**src/rtl/mp_pkg.sv**
```systemverilog
// Shared definitions for the multi-cycle sequencer: opcodes, FSM states,
// decoded instruction classes and instruction field positions.
package mp_pkg;

    localparam logic [3:0] OP_NOP  = 4'h0;
    localparam logic [3:0] OP_ALU  = 4'h1;
    localparam logic [3:0] OP_JMP  = 4'h2;
    localparam logic [3:0] OP_JZ   = 4'h3;
    localparam logic [3:0] OP_JC   = 4'h4;
    localparam logic [3:0] OP_HALT = 4'hF;

    localparam int OPC_W    = 4;
    localparam int OPC_LSB  = 12;
    localparam int DST_LSB  = 9;
    localparam int SRC1_LSB = 6;
    localparam int SRC2_LSB = 3;
    localparam int FUNC_LSB = 0;
    localparam int TGT_LSB  = 0;

    typedef enum logic [2:0] {
        S_IDLE,
        S_FETCH,
        S_DECODE,
        S_EXEC,
        S_WB,
        S_HALT
    } state_e;

    typedef enum logic [2:0] {
        C_NOP,
        C_ALU,
        C_JMP,
        C_JZ,
        C_JC,
        C_HALT
    } op_class_e;

    // Unassigned opcodes fold into C_NOP so the FSM never sees an illegal class.
    function automatic op_class_e classify(input logic [OPC_W-1:0] opc);
        case (opc)
            OP_ALU:  return C_ALU;
            OP_JMP:  return C_JMP;
            OP_JZ:   return C_JZ;
            OP_JC:   return C_JC;
            OP_HALT: return C_HALT;
            default: return C_NOP;
        endcase
    endfunction

endpackage

```
**src/rtl/mp_decode.sv**
```systemverilog
// Combinational instruction decoder: splits the latched instruction word
// into its opcode class, register fields, ALU function and jump target.
module mp_decode
    import mp_pkg::*;
#(
    parameter int PC_W = 8,
    parameter int IR_W = 16,
    parameter int RA_W = 3
) (
    input  logic [IR_W-1:0] ir,
    output op_class_e       op_class,
    output logic [RA_W-1:0] dst,
    output logic [RA_W-1:0] src1,
    output logic [RA_W-1:0] src2,
    output logic [RA_W-1:0] func,
    output logic [PC_W-1:0] target
);

    assign op_class = classify(ir[OPC_LSB +: OPC_W]);
    assign dst      = ir[DST_LSB  +: RA_W];
    assign src1     = ir[SRC1_LSB +: RA_W];
    assign src2     = ir[SRC2_LSB +: RA_W];
    assign func     = ir[FUNC_LSB +: RA_W];
    assign target   = ir[TGT_LSB  +: PC_W];

endmodule

```
**src/rtl/mp_sequencer.sv**
```systemverilog
// FETCH/DECODE/EXEC/WB control sequencer for the 8-bit datapath. Every
// output is a decode of registered state, so no input reaches an output.
module mp_sequencer
    import mp_pkg::*;
#(
    parameter int PC_W = 8,
    parameter int IR_W = 16,
    parameter int RA_W = 3
) (
    input  logic            clk,
    input  logic            rst,
    input  logic            start,
    input  logic [IR_W-1:0] ir_data,
    input  logic            cy,
    input  logic            zero,
    output logic            mrd,
    output logic            pc_inc,
    output logic            pc_load,
    output logic [PC_W-1:0] pc_target,
    output logic [RA_W-1:0] addr1,
    output logic [RA_W-1:0] addr2,
    output logic [RA_W-1:0] wr_addr,
    output logic            rd,
    output logic            wr,
    output logic [RA_W-1:0] alu_ctrl,
    output logic            busy,
    output logic            halted
);

    state_e          state_q, state_d;
    logic [IR_W-1:0] ir_q, ir_d;
    logic            cy_q, cy_d;
    logic            z_q, z_d;

    op_class_e       op_class;
    logic [RA_W-1:0] dst, src1, src2, func;
    logic [PC_W-1:0] target;
    logic            take_jump;

    mp_decode #(
        .PC_W (PC_W),
        .IR_W (IR_W),
        .RA_W (RA_W)
    ) u_decode (
        .ir       (ir_q),
        .op_class (op_class),
        .dst      (dst),
        .src1     (src1),
        .src2     (src2),
        .func     (func),
        .target   (target)
    );

    // NOTE: state uses non-blocking assignments so every flop updates from
    // pre-edge values, independent of block ordering.
    always_ff @(posedge clk or posedge rst) begin
        if (rst) begin
            state_q <= S_IDLE;
            ir_q    <= '0;
            cy_q    <= 1'b0;
            z_q     <= 1'b0;
        end else begin
            state_q <= state_d;
            ir_q    <= ir_d;
            cy_q    <= cy_d;
            z_q     <= z_d;
        end
    end

    always_comb begin
        // NOTE: every signal gets a default first, so no path through the
        // case statement can leave one unassigned and infer a latch.
        state_d   = state_q;
        ir_d      = ir_q;
        cy_d      = cy_q;
        z_d       = z_q;
        mrd       = 1'b0;
        pc_inc    = 1'b0;
        pc_load   = 1'b0;
        pc_target = '0;
        addr1     = '0;
        addr2     = '0;
        wr_addr   = '0;
        rd        = 1'b0;
        wr        = 1'b0;
        alu_ctrl  = '0;
        halted    = 1'b0;
        take_jump = 1'b0;
        busy      = (state_q != S_IDLE) && (state_q != S_HALT);

        case (state_q)
            S_IDLE: begin
                if (start) state_d = S_FETCH;
            end
            S_FETCH: begin
                mrd     = 1'b1;
                ir_d    = ir_data;
                state_d = S_DECODE;
            end
            S_DECODE: begin
                addr1   = src1;
                addr2   = src2;
                rd      = 1'b1;
                state_d = (op_class == C_HALT) ? S_HALT : S_EXEC;
            end
            S_EXEC: begin
                state_d = S_FETCH;
                case (op_class)
                    C_ALU: begin
                        addr1    = src1;
                        addr2    = src2;
                        rd       = 1'b1;
                        alu_ctrl = func;
                        cy_d     = cy;
                        z_d      = zero;
                        state_d  = S_WB;
                    end
                    C_JMP, C_JZ, C_JC: begin
                        // Conditional jumps test flags from the last ALU op.
                        if (op_class == C_JMP)     take_jump = 1'b1;
                        else if (op_class == C_JZ) take_jump = z_q;
                        else                       take_jump = cy_q;
                        pc_target = target;
                        pc_load   = take_jump;
                        pc_inc    = ~take_jump;
                    end
                    default: pc_inc = 1'b1;
                endcase
            end
            S_WB: begin
                addr1    = src1;
                addr2    = src2;
                rd       = 1'b1;
                alu_ctrl = func;
                wr       = 1'b1;
                wr_addr  = dst;
                pc_inc   = 1'b1;
                state_d  = S_FETCH;
            end
            S_HALT: begin
                halted = 1'b1;
            end
            default: state_d = S_IDLE;
        endcase
    end

endmodule

```
**config.mk**
```make
export PLATFORM = sky130hd
export DESIGN_NAME = mp_sequencer
export DESIGN_NICKNAME = d
export VERILOG_FILES = /design/src/rtl/mp_pkg.sv /design/src/rtl/mp_decode.sv /design/src/rtl/mp_sequencer.sv
export SDC_FILE = /design/constraint.sdc
export NUM_CORES = 1
export LEC_CHECK = 0
export ABC_AREA = 1
export ABC_CLOCK_PERIOD_IN_PS = 2900
export BUFFER_PORTS_ARGS = -buffer_cell sky130_fd_sc_hd__buf_2
export CORE_MARGIN = 5
export CORE_UTILIZATION = 50
export CTS_CLUSTER_SIZE = 28
export DETAILED_ROUTE_END_ITERATION = 6
export PLACE_DENSITY = 0.83
export REMOVE_ABC_BUFFERS = 1
export SYNTH_ARGS = -nofsm -noshare
export SYNTH_HDL_FRONTEND = slang
export SYNTH_SLANG_ARGS = --single-unit
```
**constraint.sdc**
```tcl
create_clock -name clk -period 2.9 [get_ports clk]
set_input_delay 0.58 -clock clk [delete_from_list [all_inputs] [get_ports clk]]
set_output_delay 0.58 -clock clk [all_outputs]
set_load 0.1 [all_outputs]
```
After elaboration in Yosys (flattened, before gate mapping)
Cells that the tools add are included.
- memories kept: 0
- memory bits (writable): 0
- bits of input ports: 21
- register bits after elaboration: 21
- word-level logic and storage cells: 57
- ROM bits: 0
- bits in latches: 0
- add/sub/neg operators: 0
- equal/unequal tests: 17
- $mul: 0
- shift operators: 0
- reduce and logical (&&, ||, !) cells: 7
- bitwise operators: 2
- magnitude comparators: 0
- muxes and demuxes: 27
- divide/modulo/power cells: 0
- operator list (kind ; number):
    3-bit 2-to-1 mux ; 7
    3-bit one-hot mux with 2 select lines ; 3
    3-bit one-hot mux with 6 select lines ; 1
    8-bit 2-to-1 mux ; 2
    3-bit one-hot mux with 5 select lines ; 1
    3-bit by 2-bit == test with 1-bit output, second input constant ; 4
    3-bit == test, second input constant ; 4
    1-bit 2-to-1 mux ; 10
    4-bit by 2-bit == test with 1-bit output, second input constant ; 2
    3-bit by 1-bit == test with 1-bit output, second input constant ; 2
    1-bit one-hot mux with 2 select lines ; 3
    4-bit by 1-bit == test with 1-bit output, second input constant ; 1
    4-bit by 3-bit == test with 1-bit output, second input constant ; 1
    4-bit == test, second input constant ; 1
    2-bit AND reduction ; 2
    3-bit zero test ; 1
    3-bit inequality test, second input constant ; 1
    3-bit nonzero test ; 1
    3-bit OR reduction ; 1
    2-bit inequality test, second input constant ; 1
    1-bit NOT ; 2
    2-bit OR reduction ; 1
    1-bit logical AND ; 1

Logic depth before layout (Yosys ltp)
- depth after elaboration: 10
- depth in mapped cells: 8
- gate-level depth less buffers: 7

Cells and area by module
From an unflattened synthesis, not the netlist that was laid out.
- cell total of the unflattened synthesis: 201
- area, all modules: 1378.8 um2
- modules (own cells, without submodules) (module ; area each (um2) ; instances ; cells an instance ; seq. area each (um2)):
    mp_sequencer ; 1172.4 ; 1 ; 167 ; 525.5
    mp_decode ; 206.4 ; 1 ; 34 ; 0.0

Worst setup path after synthesis
No wires, ideal clock.
- path type: reg2out
- start: register state_q[0]
- end: output wr_addr[0]
- stages on the path, launching flop included: 6
- data required time: 2320 ps
- path slack: -1189 ps
- data arrival time: 3509 ps
- cell sequence: dfrtp_1 > inv_1 > nand2_1 > nor2_1 > inv_1 > nor2_1
- cells in the longest elaborated chain, start to end: 2
- ends and longest elaborated chain (item ; RTL line ; text):
    start, declared ; mp_sequencer.sv:30 ; state_e state_q, state_d;
    start signal, assigned ; mp_sequencer.sv:63 ; state_q <= state_d;
    3-bit == test ; mp_sequencer.sv:91 ; case (state_q)
    3-bit 2-to-1 mux ; mp_sequencer.sv:91 ;
    end, declared ; mp_sequencer.sv:22 ; output logic [RA_W-1:0] wr_addr,
Every way passes these cells.

Final worst setup path
- start: register state_q[2]
- end: output alu_ctrl[0]
- cells in the longest elaborated chain, start to end: 2
- elaborated cells on any way between the ends: 3
- ends and longest elaborated chain (item ; RTL line ; text):
    3-bit == test or 3-bit by 2-bit == test with 1-bit output (tied branches) ; mp_sequencer.sv:91 ;
    3-bit one-hot mux with 2 select lines (*) ; mp_sequencer.sv:91 ;
    end, declared ; mp_sequencer.sv:25 ; output logic [RA_W-1:0] alu_ctrl,
Every way passes the cells marked *; elsewhere a longest branch is shown, timed or not.

==> summary.md <==
| Metric | Value |
|---|---|
| Design Area, Final | 0.00139 sq mm |
| Reg2reg path depth | 4 |
| Core area | 0.00219 sq mm |
| Most frequent cell after synthesis | nand2_1 |
| Fin. max-slew vios | 0 |
| Main synth FF type | dfrtp_1 |
| FMAX | between 0.3 and 0.4 GHz |
| CP Capture Type | output pin |
| Syn_area_per_cell | around 7 sq um |
| Clock buffer depth | 2 |
| Post-DP HPWL | about 2100 microns |
| TritonCTS buffer count | 3 |
| Main area contributors after synthesis | dfrtp_1, nand2_1, nor2_1 |
| Avg Vias per Cell | 4.76 |
| Worst R2R Setup Slack | ~1.5 ns |
| N_diodes | 0 |
| Top post-synthesis cells by count | nand2_1, nor2_1, inv_1, dfrtp_1, o21ai_0 |
| Die Area | 0.00331 sq mm |
| Die span in y | roughly 58 microns |
| EDFF count, synth | 0 |
| Yosys cell types | 15 |
| MaxCap Viol Count | 0 |
| Yosys synthesis warning count | 0 |
| Clock transition at path regs | 0.12 ns |
| Final Hold Viols | 0 |
| Worst Max-Slew Pin Slew | roughly 0.80 ns |
| CTS resizes | 0 |
| Antenna violations before repair | 0 |
| Worst R2R Start | state_q[2]$_DFFE_PP0P_ |
| Critical Path AT | about 2.0 ns |
| Area delta synth->final | 22.7% |
| # hold bufs at CTS | 0 |
| H-tree depth | 1 |
| Worst path required time | roughly 2.3 ns |
| CTS Root Cell | clkbuf_4 |
| Std cell rows | 17 |
| Chip width | 57.5 microns |
| Crit Path Max Fanout | 11 |
| Layout cell share with drive strength beyond 1 | a little over a quarter |
| RSZ-0062 raised after global routing | no |
| Crit path time final | ~2.6 ns |
| Post-route ant nets | 0 |
| Via count | roughly 1100 |
| Yosys reg bits | 21 |
| Clock Skew | about 0.0064 ns |
| Mapped Cells | roughly 160 |
| Crit Path Category | flop to output pin |
| Gr usage total | between 15 and 20% |
| Pin count of the biggest net entering global routing | 34 |
| Final worst path period share | roughly nine tenths |
| TritonRoute pass-1 iters | 4 |
| Total gr overflow | 0 |
| Post-synth top area share | between 40% and 50% |
| Mapped cell area | ~0.0011 sq mm |
| Critical Path Source Type | flop |
| CTS tree | yes |
| Outcome | finished clean |
| DP Area | around 0.0014 sq mm |
| Yosys top cell by area | dfrtp_1 |
| Port Buf Inserts | between 40 and 50 |
| Global-route wire length before repair | around 4500 microns |
| DR WL/cell | roughly 12 microns |
| Nets | about 230 |
| Hold WC Path Type | primary input to async pin |
| CTS Sinks | 21 |
| Post-CTS Setup Inserts | 0 |
| Initial Util | 51.5% |
| Post-route DRC | 0 |
| Routed wire length | roughly 2700 microns |
| Post-synthesis sequential area ratio | between 40% and 50% |
| Iteration-0 DRC Markers | 30 |
| Placer Congestion | approximately 0.82 |
| Fraction of registers with async set/reset | 100% |
| Reg2Reg Capture Point | ir_q[10]$_DFFE_PP0P_ |
| Vias in the first global route | about 1100 |
| Placed cell count | 230 |
| Filler cells | about 210 |
| Final number of setup-violating endpoints | 0 |
| Io pins | 48 |
| Hold WS | between 0.4 and 0.5 ns |
| Non-filler cells, final | ~230 |
| Clock Latency Late Sink | ~0.3 ns |
| Slew HR | between 40% and 50% |
cells in the final DEF (no fill, tap or decap):
master / count
nand3_1: 6
nand2_1: 42
nand2_2: 1
o21ai_0: 18
dfrtp_1: 21
a21oi_1: 2
inv_2: 1
nor2_4: 2
inv_1: 28
o21ai_1: 1
clkinv_2: 1
buf_2: 47
clkbuf_4: 3
nand3_2: 1
nor3_1: 1
nor2_1: 31
per-layer routing:
| layer | track usage (%) | vias up | wire [microns] |
|---|---|---|---|
| li1 | - | 569 | - |
| met1 | 18.9 | 511 | 1080 |
| met2 | 31.8 | 29 | 1490 |
| met3 | 3.17 | 4 | 144 |
| met4 | 5.30 | 0 | 30 |
| met5 | 0 | - | 0 |
worst max path at each step:
stage | cells past startpoint | endpoint | from
3_3_place_gp | 6 | alu_ctrl[2] | state_q[2]$_DFFE_PP0P_
6_report | 6 | alu_ctrl[0] | state_q[2]$_DFFE_PP0P_
5_1_grt | 6 | alu_ctrl[0] | state_q[2]$_DFFE_PP0P_
3_5_place_dp | 6 | alu_ctrl[0] | state_q[2]$_DFFE_PP0P_
4_1_cts | 6 | alu_ctrl[0] | state_q[2]$_DFFE_PP0P_
2_1_floorplan | 5 | wr_addr[0] | state_q[0]$_DFFE_PP0P_
flip-flops by register name (all words and copies together) (netlist names):
signal,cells
cy_q,1
ir_q,16
state_q,3
z_q,1
final cells by class:
class                           count  area, sq um  area share, %
Inverter                           29          109           7.86
Timing Repair Buffer               47          235           17.0
Multi-Input combinational cell    105          453           32.7
Clock inverter                      1         5.00          0.361
Sequential cell                    21          526           37.9
Clock buffer                        3         22.5           1.63
Tap cell                           28         35.0           2.53
cell families after synthesis:
family                 count (synthesis)  share of synthesized area (%)
AO/OA/AOI/OAI                         21                           9.31
AND/OR/NAND/NOR                       84                           30.8
buffers and inverters                 33                           13.3
flip-flops                            21                           46.6
metrics by stage:
step           util (%)  setup TNS (ns)  setup WS [ns]
5_1_grt            63.2               0          0.161
4_1_cts            63.2               0          0.301
2_1_floorplan         -           -7.73          -1.19
3_3_place_gp       62.0               0          0.732
6_report           63.2               0          0.316
3_5_place_dp       62.0               0          0.640
worst max-delay path, cell delays in order (launching register included):
cell and delay, ns:
dfrtp_1 0.41, inv_1 0.18, nand3_2 0.25, nor2_4 0.25, nor2_1 0.10, nor2_1 0.09, buf_2 0.43
Power is not shown: default switching activity piles up to over one toggle a cycle in this logic, so the estimate is an artifact.
